### src/rtl/mem_bus_arbiter.sv
// mem_bus_arbiter
//   Shares one SRAM-like bus between the instruction fetch (IF) port and the
//   data (MEM) port. Only one bus transaction is in flight at a time. The data
//   side wins when both sides request in the same cycle.
//
//   Handshake semantics:
//     Upstream request ports (inst_req_i / data_req_i) are level requests. They
//     stay high until the matching x_valid_o pulse. x_valid_o is a
//     single-cycle completion strobe, and x_rdata_o is valid in that cycle.
//     On the bus, bus_req_o is the valid and bus_addr_ok_i is the ready. The
//     request fields stay frozen until the cycle where both are 1. After that,
//     bus_data_ok_i is a single-cycle response strobe that carries
//     bus_rdata_i. It is honoured only while a response is awaited.
//
//   Ports:
//     clk, rst_n                  clock, asynchronous active-low reset
//     flush_i                     pipeline flush; cancels instruction traffic
//     inst_req_i/inst_addr_i      fetch request and address
//     inst_rdata_o/inst_valid_o   fetched word and completion pulse
//     stallreq_if_o               IF-side stall request (combinational)
//     data_req_i/_we_i/_wstrb_i/_addr_i/_wdata_i   MEM-side request
//     data_rdata_o/data_valid_o   load data and completion pulse
//     stallreq_mem_o              MEM-side stall request (combinational)
//     bus_req_o/_we_o/_wstrb_o/_addr_o/_wdata_o    shared bus request channel
//     bus_addr_ok_i               bus request accepted
//     bus_data_ok_i/bus_rdata_i   bus response strobe and read data
//     dbg_state_o                 current FSM state (encoding of state_t)
module mem_bus_arbiter #(
  parameter int ADDR_W = 32,
  parameter int DATA_W = 32
) (
  input  logic                clk,
  input  logic                rst_n,
  input  logic                flush_i,
  input  logic                inst_req_i,
  input  logic [ADDR_W-1:0]   inst_addr_i,
  output logic [DATA_W-1:0]   inst_rdata_o,
  output logic                inst_valid_o,
  output logic                stallreq_if_o,
  input  logic                data_req_i,
  input  logic                data_we_i,
  input  logic [DATA_W/8-1:0] data_wstrb_i,
  input  logic [ADDR_W-1:0]   data_addr_i,
  input  logic [DATA_W-1:0]   data_wdata_i,
  output logic [DATA_W-1:0]   data_rdata_o,
  output logic                data_valid_o,
  output logic                stallreq_mem_o,
  output logic                bus_req_o,
  output logic                bus_we_o,
  output logic [DATA_W/8-1:0] bus_wstrb_o,
  output logic [ADDR_W-1:0]   bus_addr_o,
  output logic [DATA_W-1:0]   bus_wdata_o,
  input  logic                bus_addr_ok_i,
  input  logic                bus_data_ok_i,
  input  logic [DATA_W-1:0]   bus_rdata_i,
  output logic [2:0]          dbg_state_o
);

  localparam int STRB_W = DATA_W / 8;

  typedef enum logic [2:0] {
    S_IDLE   = 3'd0,
    S_ADDR_D = 3'd1,
    S_ADDR_I = 3'd2,
    S_WAIT_D = 3'd3,
    S_WAIT_I = 3'd4,
    S_DONE   = 3'd5
  } state_t;

  state_t              r_state;
  state_t              w_next;

  // Request fields latched at grant. The bus is driven only from these.
  logic                r_sel_d;
  logic                r_we;
  logic [STRB_W-1:0]   r_wstrb;
  logic [ADDR_W-1:0]   r_addr;
  logic [DATA_W-1:0]   r_wdata;

  // Sticky cancel for an instruction transaction hit by a flush.
  logic                r_cancel;
  logic [DATA_W-1:0]   r_inst_rdata;
  logic [DATA_W-1:0]   r_data_rdata;

  logic                w_grant_d;
  logic                w_grant_i;
  logic                w_flush_inst;
  logic                w_drop_i;
  logic                w_cap_i;
  logic                w_cap_d;
  logic                w_inst_valid;
  logic                w_data_valid;

  // A response that arrives while the flush is still high is dropped, the
  // same as one that arrives after an earlier flush.
  assign w_drop_i     = r_cancel | flush_i;
  assign w_grant_d    = (r_state == S_IDLE) && (w_next == S_ADDR_D);
  assign w_grant_i    = (r_state == S_IDLE) && (w_next == S_ADDR_I);
  assign w_flush_inst = flush_i && ((r_state == S_ADDR_I) || (r_state == S_WAIT_I));
  assign w_cap_d      = (r_state == S_WAIT_D) && bus_data_ok_i;
  assign w_cap_i      = (r_state == S_WAIT_I) && bus_data_ok_i && !w_drop_i;

  // State register
  always_ff @(posedge clk or negedge rst_n) begin
    if (!rst_n) begin
      r_state <= S_IDLE;
    end else begin
      r_state <= w_next;
    end
  end

  // Next-state logic
  always_comb begin
    w_next = r_state;
    case (r_state)
      S_IDLE: begin
        // A flush holds off every grant in its cycle. The pipeline is
        // redirecting, so the fetch address presented now is stale.
        if (!flush_i) begin
          if (data_req_i) begin
            w_next = S_ADDR_D;
          end else if (inst_req_i) begin
            w_next = S_ADDR_I;
          end
        end
      end
      S_ADDR_D: if (bus_addr_ok_i) w_next = S_WAIT_D;
      S_ADDR_I: if (bus_addr_ok_i) w_next = S_WAIT_I;
      S_WAIT_D: if (bus_data_ok_i) w_next = S_DONE;
      S_WAIT_I: begin
        if (bus_data_ok_i) begin
          w_next = w_drop_i ? S_IDLE : S_DONE;
        end
      end
      S_DONE:   w_next = S_IDLE;
      default:  w_next = S_IDLE;
    endcase
  end

  // Output logic
  always_comb begin
    bus_req_o    = 1'b0;
    w_inst_valid = 1'b0;
    w_data_valid = 1'b0;
    case (r_state)
      S_ADDR_D, S_ADDR_I: bus_req_o = 1'b1;
      S_DONE: begin
        w_inst_valid = ~r_sel_d;
        w_data_valid = r_sel_d;
      end
      default: ;
    endcase
  end

  assign inst_valid_o   = w_inst_valid;
  assign data_valid_o   = w_data_valid;
  // The IF side also stalls while MEM is requesting, because the data side
  // owns the next bus slot.
  assign stallreq_mem_o = data_req_i & ~w_data_valid;
  assign stallreq_if_o  = (inst_req_i & ~w_inst_valid) | data_req_i;

  assign bus_we_o     = r_we;
  assign bus_wstrb_o  = r_wstrb;
  assign bus_addr_o   = r_addr;
  assign bus_wdata_o  = r_wdata;
  assign inst_rdata_o = r_inst_rdata;
  assign data_rdata_o = r_data_rdata;
  assign dbg_state_o  = r_state;

  // Latched request fields, cancel flag and read-data holding registers
  always_ff @(posedge clk or negedge rst_n) begin
    if (!rst_n) begin
      r_sel_d      <= 1'b0;
      r_we         <= 1'b0;
      r_wstrb      <= '0;
      r_addr       <= '0;
      r_wdata      <= '0;
      r_cancel     <= 1'b0;
      r_inst_rdata <= '0;
      r_data_rdata <= '0;
    end else begin
      if (w_grant_d) begin
        r_sel_d <= 1'b1;
        r_we    <= data_we_i;
        r_wstrb <= data_wstrb_i;
        r_addr  <= data_addr_i;
        r_wdata <= data_wdata_i;
      end else if (w_grant_i) begin
        r_sel_d <= 1'b0;
        r_we    <= 1'b0;
        r_wstrb <= '0;
        r_addr  <= inst_addr_i;
        r_wdata <= '0;
      end

      if (w_next == S_IDLE) begin
        r_cancel <= 1'b0;
      end else if (w_flush_inst) begin
        r_cancel <= 1'b1;
      end

      if (w_cap_d) r_data_rdata <= bus_rdata_i;
      if (w_cap_i) r_inst_rdata <= bus_rdata_i;
    end
  end

endmodule

### config.mk
export PLATFORM = sky130hd
export DESIGN_NAME = mem_bus_arbiter
export DESIGN_NICKNAME = d
export VERILOG_FILES = /design/src/rtl/mem_bus_arbiter.sv
export SDC_FILE = /design/constraint.sdc
export NUM_CORES = 1
export LEC_CHECK = 0
export CORE_UTILIZATION = 25
export CTS_BUF_LIST = sky130_fd_sc_hd__clkbuf_16
export CTS_CLUSTER_DIAMETER = 200
export CTS_CLUSTER_SIZE = 20
export DETAILED_ROUTE_END_ITERATION = 7
export HOLD_SLACK_MARGIN = 0.08
export PLACE_DENSITY = 0.63
export SYNTH_ARGS = -nofsm -noshare
export SYNTH_HDL_FRONTEND = slang
export SYNTH_SLANG_ARGS = --single-unit
### constraint.sdc
create_clock -name clk -period 1.9 [get_ports clk]
set_input_delay 0.38 -clock clk [delete_from_list [all_inputs] [get_ports clk]]
set_output_delay 0.38 -clock clk [all_outputs]
set_load 0.01 [all_outputs]
==> results of run 1 <==
[path summary, 6_finish.rpt]
check	endpoint	slack, ns	depth (start not counted)
worst min-delay path	data_rdata_o[6]$_DFFE_PN0P_	0.47	2
worst min register to register	data_rdata_o[8]$_DFFE_PN0P_	0.49	1
min in group clk	data_rdata_o[8]$_DFFE_PN0P_	0.49	1
worst max register to register	bus_addr_o[26]$_DFFE_PN0P_	0.12	7
max in group asynchronous	data_rdata_o[24]$_DFFE_PN0P_	0.83	3
worst max-delay path	data_valid_o	0.03	4
[cell families after synthesis]
group / Yosys count / share of synthesized area
mux: 96 / 0.206
buf+inv: 25 / 0.0297
xor+xnor: 1 / 0.00156
flops: 138 / 0.616
compound gates: 76 / 0.0953
simple gates: 56 / 0.0520
[layout make-up]
type,count,area (um2),share of cell area
flip-flops and latches,138,3450,0.364
repair buffers,308,3110,0.327
multi-input cells,229,2010,0.211
clock buffers,17,425,0.0448
well taps,280,350,0.0369
clock inverters,15,151,0.0159
inverters,1,3.75,0.000395
[where the power goes]
part | internal [mW] | total (mW) | leakage, nW | switching (mW)
Sequential | 4.25 | 4.99 | 1.73 | 0.748
Combinational | 3.73 | 6.01 | 2.34 | 2.29
Clock | 1.75 | 3.25 | 0.285 | 1.50
[stage by stage]
step / power (mW) / utilization
finish: 14.3 / 0.434
global route: 15.1 / 0.434
CTS: 14.4 / 0.434
detailed placement: 11.1 / 0.406
global placement: 11.0 / 0.406
floorplan: 7.43 / -
[synth_stat cells, drive strengths merged]
master  count  area share
inv         1     0.00067
nor4        1      0.0038
mux2       64        0.15
nor3b       2      0.0027
nor2        6      0.0040
and3        2      0.0022
o21ai      36       0.033
nor2b       2      0.0022
buf        19       0.026
nand2      36       0.025
xnor2       1      0.0016
clkbuf      5      0.0033
o41ai       1      0.0016
dfrtp     138        0.62
nand3       3      0.0045
mux2i      32       0.057
nor4b       1      0.0042
o32a        1      0.0018
a21o        1      0.0013
and2        1      0.0011
and2b       1      0.0013
a22o       37       0.058
nand3b      1      0.0013
[state kept, by name (all words and copies together) (netlist names)]
register,cells
bus_addr_o,32
bus_wdata_o,32
bus_we_o,1
bus_wstrb_o,4
data_rdata_o,32
dbg_state_o,3
inst_rdata_o,32
r_cancel,1
r_sel_d,1
[per-layer routing]
layer / global-route usage / vias up / routed length, um
li1: - / 2011 / -
met1: 0.175 / 2113 / 6940
met3: 0.0497 / 13 / 1260
met2: 0.220 / 173 / 7520
met5: 0 / - / 0
met4: 0.0475 / 0 / 195
[repair_timing]
action                                  4_1_cts  5_1_grt
cloned                                        0        0
buffers inserted                              2        1
hold buffers                                  1        0
pin swaps                                     0        3
endpoints found under the setup margin        8        5
resized for setup                            16        8
endpoints found under the hold margin        41        0
==> impl_metrics.tcl, run 1 <==
set metrics [dict create \
    dp_slack_ns -0.105 \
    clock_insertion_delay_worst_skew_ns 0.42 \
    cts.sinks 138 \
    portBuffers 280 \
    fin_setup_tns_ns 0 \
    nNetsFinal 835 \
    fin_cells 988 \
    critical_path.top_delay_family "flip-flops" \
    io_pins 281 \
    final_cell_mix "clkdlybuf4s50_1, dfrtp_1, a22o_1, nand2_1, o21ai_1" \
    postRouteAntennaNets 0 \
    syn_nets 532 \
    cts_tree "yes" \
    dp_hpwl_um 11500 \
    status "completed" \
    die_w_um 152 \
    cts_root_buf "clkbuf_16" \
    path_clk_slew_ns 0.07 \
    nFillCells 2069 \
    placed_area_um2 8890 \
    rows 54 \
    relSlewSlack 0.665 \
    ys_types 31 \
    grt_use_total 0.139 \
    hold_class "input pin to async pin" \
    crit_type "register to output pin" \
    core-area_um2 21900 \
    via_per_inst 4.36 \
    initialDrtViolationCount 94 \
    p_leak_nw 4.36 \
    synth.yosys.warnings 0 \
    grt_start_max_net_pins 47 \
    ys_seq_elements 138 \
    syn_area_um2 5610 \
    die_h_um 152 \
    crit_slowest_cell "dfrtp_1" \
    end_kind "output pin" \
    start_util 0.256 \
    wirelength_um 15900 \
    ir_drop_uv 574 \
    cap_violations 0 \
    tightest_slew_ns 0.496 \
    syn_avg_cell_area_um2 14.3 \
    layout_setup_ws_ns 0.0257 \
    syn_inst 392 \
    first_global_vias 4341 \
    crit_buf_inv 2 \
    start_kind "register" \
    yosysSeqAreaShare 0.616 \
    rsz0062_at_grt "yes" \
    wl_per_cell_um 16.1 \
    antenna_found_initial 0 \
    hold_viol_final 0 \
    timing.rr.start "dbg_state_o[2]$_DFF_PN0_" \
    critPathMaxFanout 2 \
    fin_crit_ns 1.87 \
    placed_cells 952 \
    drive_gt1_frac 0.151 \
    setup_viol 0 \
    slew_viol_final 0 \
    critPathLaunch "dbg_state_o[1]$_DFF_PN0_" \
    cts_buffers 17 \
    grt-ovfl-total 0 \
    fin_worst_skew_ns 0.00951 \
    syn_to_final_growth_pct 69.4 \
    routabilityCongestion 0.709 \
    htree_levels 4 \
    pwr_density_cell_nw_per_um2 1500 \
    vias 4310 \
    arrival_ns 1.49 \
    fin_crit_sh 0.986 \
    antenna_cells 0 \
    fin_area_um2 9500 \
    grt_pass1_wl_um 24000 \
    layout_commonest_cell "clkdlybuf4s50_1" \
    die_area_um2 23000 \
    required_ns 1.52 \
    hold_slack_ns 0.475 \
    clockBufferDepth 2 \
    max_clock_freq_mhz 534 \
    cpPeakStageDelay_ns 0.39 \
    crit_chain "nor2b_2 -> buf_4 -> and3_4 -> clkdlybuf4s15_1" \
    drc 0 \
    drt-pass1-iter-count 4 \
]
No activity file was read; power rests on OpenSTA's default activity.
==> inputs of run 2 (changes only) <==
--- a/config.mk
+++ b/config.mk
@@ -12,6 +12,7 @@
 export DETAILED_ROUTE_END_ITERATION = 7
 export HOLD_SLACK_MARGIN = 0.08
 export PLACE_DENSITY = 0.63
+export SLEW_MARGIN = 20
 export SYNTH_ARGS = -nofsm -noshare
 export SYNTH_HDL_FRONTEND = slang
 export SYNTH_SLANG_ARGS = --single-unit
==> results of run 2 <==
Same layout as run 1: the final DEF is identical, and so are final timing and power.
==> inputs of run 3 (changes only) <==
--- a/config.mk
+++ b/config.mk
@@ -5,6 +5,7 @@
 export SDC_FILE = /design/constraint.sdc
 export NUM_CORES = 1
 export LEC_CHECK = 0
+export CORE_MARGIN = 3
 export CORE_UTILIZATION = 25
 export CTS_BUF_LIST = sky130_fd_sc_hd__clkbuf_16
 export CTS_CLUSTER_DIAMETER = 200
@@ -12,7 +13,6 @@
 export DETAILED_ROUTE_END_ITERATION = 7
 export HOLD_SLACK_MARGIN = 0.08
 export PLACE_DENSITY = 0.63
-export SLEW_MARGIN = 20
 export SYNTH_ARGS = -nofsm -noshare
 export SYNTH_HDL_FRONTEND = slang
 export SYNTH_SLANG_ARGS = --single-unit
==> run 3 against run 2 <==
Against the previous run:
- utilization shrank 0.077 points
- clock power grew 4%
- maximum frequency grew 3.7%
- combinational power is essentially flat
- highest routed layer unchanged
==> impl_metrics.tcl, run 3 (synthesis results as in run 1) <==
set metrics [dict create \
    hold_viol_final 0 \
    hold_start "data_rdata_o[5]$_DFFE_PN0P_" \
    grt_pass1_wl_um 25400 \
    relSlewSlack 0.615 \
    max_clock_freq_mhz 553 \
    drive_gt1_frac 0.143 \
    cts.sinks 138 \
    status "completed" \
    crit_slowest_cell "dfrtp_1" \
    final_cell_mix "clkdlybuf4s50_1, dfrtp_1, a22o_1, nand2_1" \
    cts_tree "yes" \
    grt_start_max_net_pins 55 \
    cts_buffers 17 \
    syn_to_final_growth_pct 69.7 \
    hold_end "data_rdata_o[5]$_DFFE_PN0P_" \
    placed_cells 952 \
    first_global_vias 4596 \
    clockBufferDepth 2 \
    htree_levels 4 \
    slew_viol_final 0 \
    wirelength_um 16400 \
    path_clk_slew_ns 0.06 \
    io_pins 281 \
    whs_path_depth 1 \
    clock_insertion_delay_worst_skew_ns 0.42 \
    rsz0062_at_grt "no" \
    postRouteAntennaNets 0 \
    rr_endpoint "inst_rdata_o[0]$_DFFE_PN0P_" \
    reg2regPathDepth 5 \
    grt-ovfl-total 0 \
    initialDrtViolationCount 181 \
    total_power_mw 14.4 \
    ir_drop_uv 550 \
    vias 4291 \
    critPathMaxFanout 3 \
    dp_hpwl_um 12000 \
    routabilityCongestion 0.748 \
    cap_violations 0 \
    hold_class "register to register" \
    required_ns 1.52 \
    cpPeakStageDelay_ns 0.40 \
    timing.rr.start "dbg_state_o[0]$_DFF_PN0_" \
    layout_commonest_cell "clkdlybuf4s50_1" \
    ff2ff_setup_slack_ns 0.19 \
    antenna_found_initial 0 \
    arrival_ns 1.43 \
    fin_crit_sh 0.952 \
    fin_cells 986 \
    cts_root_buf "clkbuf_16" \
    rows 54 \
    fin_crit_ns 1.81 \
    p_leak_nw 4.36 \
    portBuffers 280 \
    nNetsFinal 833 \
    die_w_um 156 \
    drc 0 \
    core-area_um2 22000 \
    via_per_inst 4.35 \
    start_kind "register" \
    grt_use_total 0.134 \
    die_h_um 156 \
    wl_per_cell_um 16.6 \
    die_area_um2 24300 \
    crit_type "register to output pin" \
    fin_worst_skew_ns 0.0148 \
    setup_viol 0 \
    crit_chain "nor2b_4 -> and3_1 -> clkdlybuf4s15_1" \
    antenna_cells 0 \
    tightest_slew_ns 0.577 \
    end_kind "output pin" \
    start_util 0.255 \
    pwr_density_cell_nw_per_um2 1510 \
    drt-pass1-iter-count 4 \
]
==> run 3: changes by cell type in the layout (fill, tap and decap cells not counted), sizes merged <==
cell	change
inv	-5
bufinv	+3
clkbuf	-2
clkinvlp	+2
buf	-1
clkdlybuf4s15	+1
clkdlybuf4s50	-1
dlygate4sd2	+1
==> run 3: final cells by class <==
cell class / count / area (um2)
clock buffer: 17 / 425
clock inverter: 15 / 174
fill: 2009 / 12400
inverter: 1 / 3.75
multi-input combinational: 229 / 2010
sequential: 138 / 3450
tap: 280 / 350
timing repair buffer: 306 / 3100
==> run 3: what timing repair did <==
item / 4_1_cts / 5_1_grt
buffers inserted: 1 / 0
pin swaps: 0 / 1
hold buffers: 1 / 0
hold endpoints to repair: 48 / 0
setup endpoints to repair: 7 / 4
gates resized for setup: 18 / 7
==> run 3: worst max path at each step <==
stage | endpoint | slack, ns | start
floorplan | inst_rdata_o[10]$_DFFE_PN0P_ | 0.27 | dbg_state_o[0]$_DFF_PN0_
global placement | stallreq_mem_o | -0.23 | data_req_i
detailed placement | stallreq_mem_o | -0.21 | data_req_i
CTS | stallreq_mem_o | -0.02 | dbg_state_o[2]$_DFF_PN0_
global route | data_valid_o | 0.01 | dbg_state_o[2]$_DFF_PN0_
finish | data_valid_o | 0.09 | dbg_state_o[1]$_DFF_PN0_
==> run 3: per-stage QoR <==
step	hold slack [ns]	instance area (um2)	setup TNS (ns)	setup slack, ns	utilization
2_1_floorplan	0.0844	5610	0	0.270	-
3_3_place_gp	0.407	8890	-3.98	-0.234	0.405
3_5_place_dp	0.405	8890	-5.49	-0.208	0.405
4_1_cts	0.472	9520	-0.0224	-0.0224	0.433
5_1_grt	0.488	9510	0	0.0102	0.433
6_report	0.492	9510	0	0.0919	0.433
==> run 3: power by group <==
part	internal, mW	leakage, nW	total [mW]	switching, mW
Sequential	4.25	1.73	4.99	0.738
Clock	2.07	0.291	3.39	1.32
Combinational	3.72	2.34	6.04	2.32
Total	10.0	4.36	14.4	4.37
==> run 3: layer usage <==
layer	vias to the layer above	GRT usage	share of wire
met2	182	0.209	0.47
met1	2082	0.170	0.44
met5	-	0	0
li1	2008	-	-
met4	0	0.0416	0.015
met3	19	0.0558	0.082
==> run 3: critical path, delay by kind of cell (launching register included) <==
kind                   cells  cell delay, ns
flip-flops                 1            0.40
buffers and inverters      1            0.29
AND/OR/NAND/NOR            2            0.33
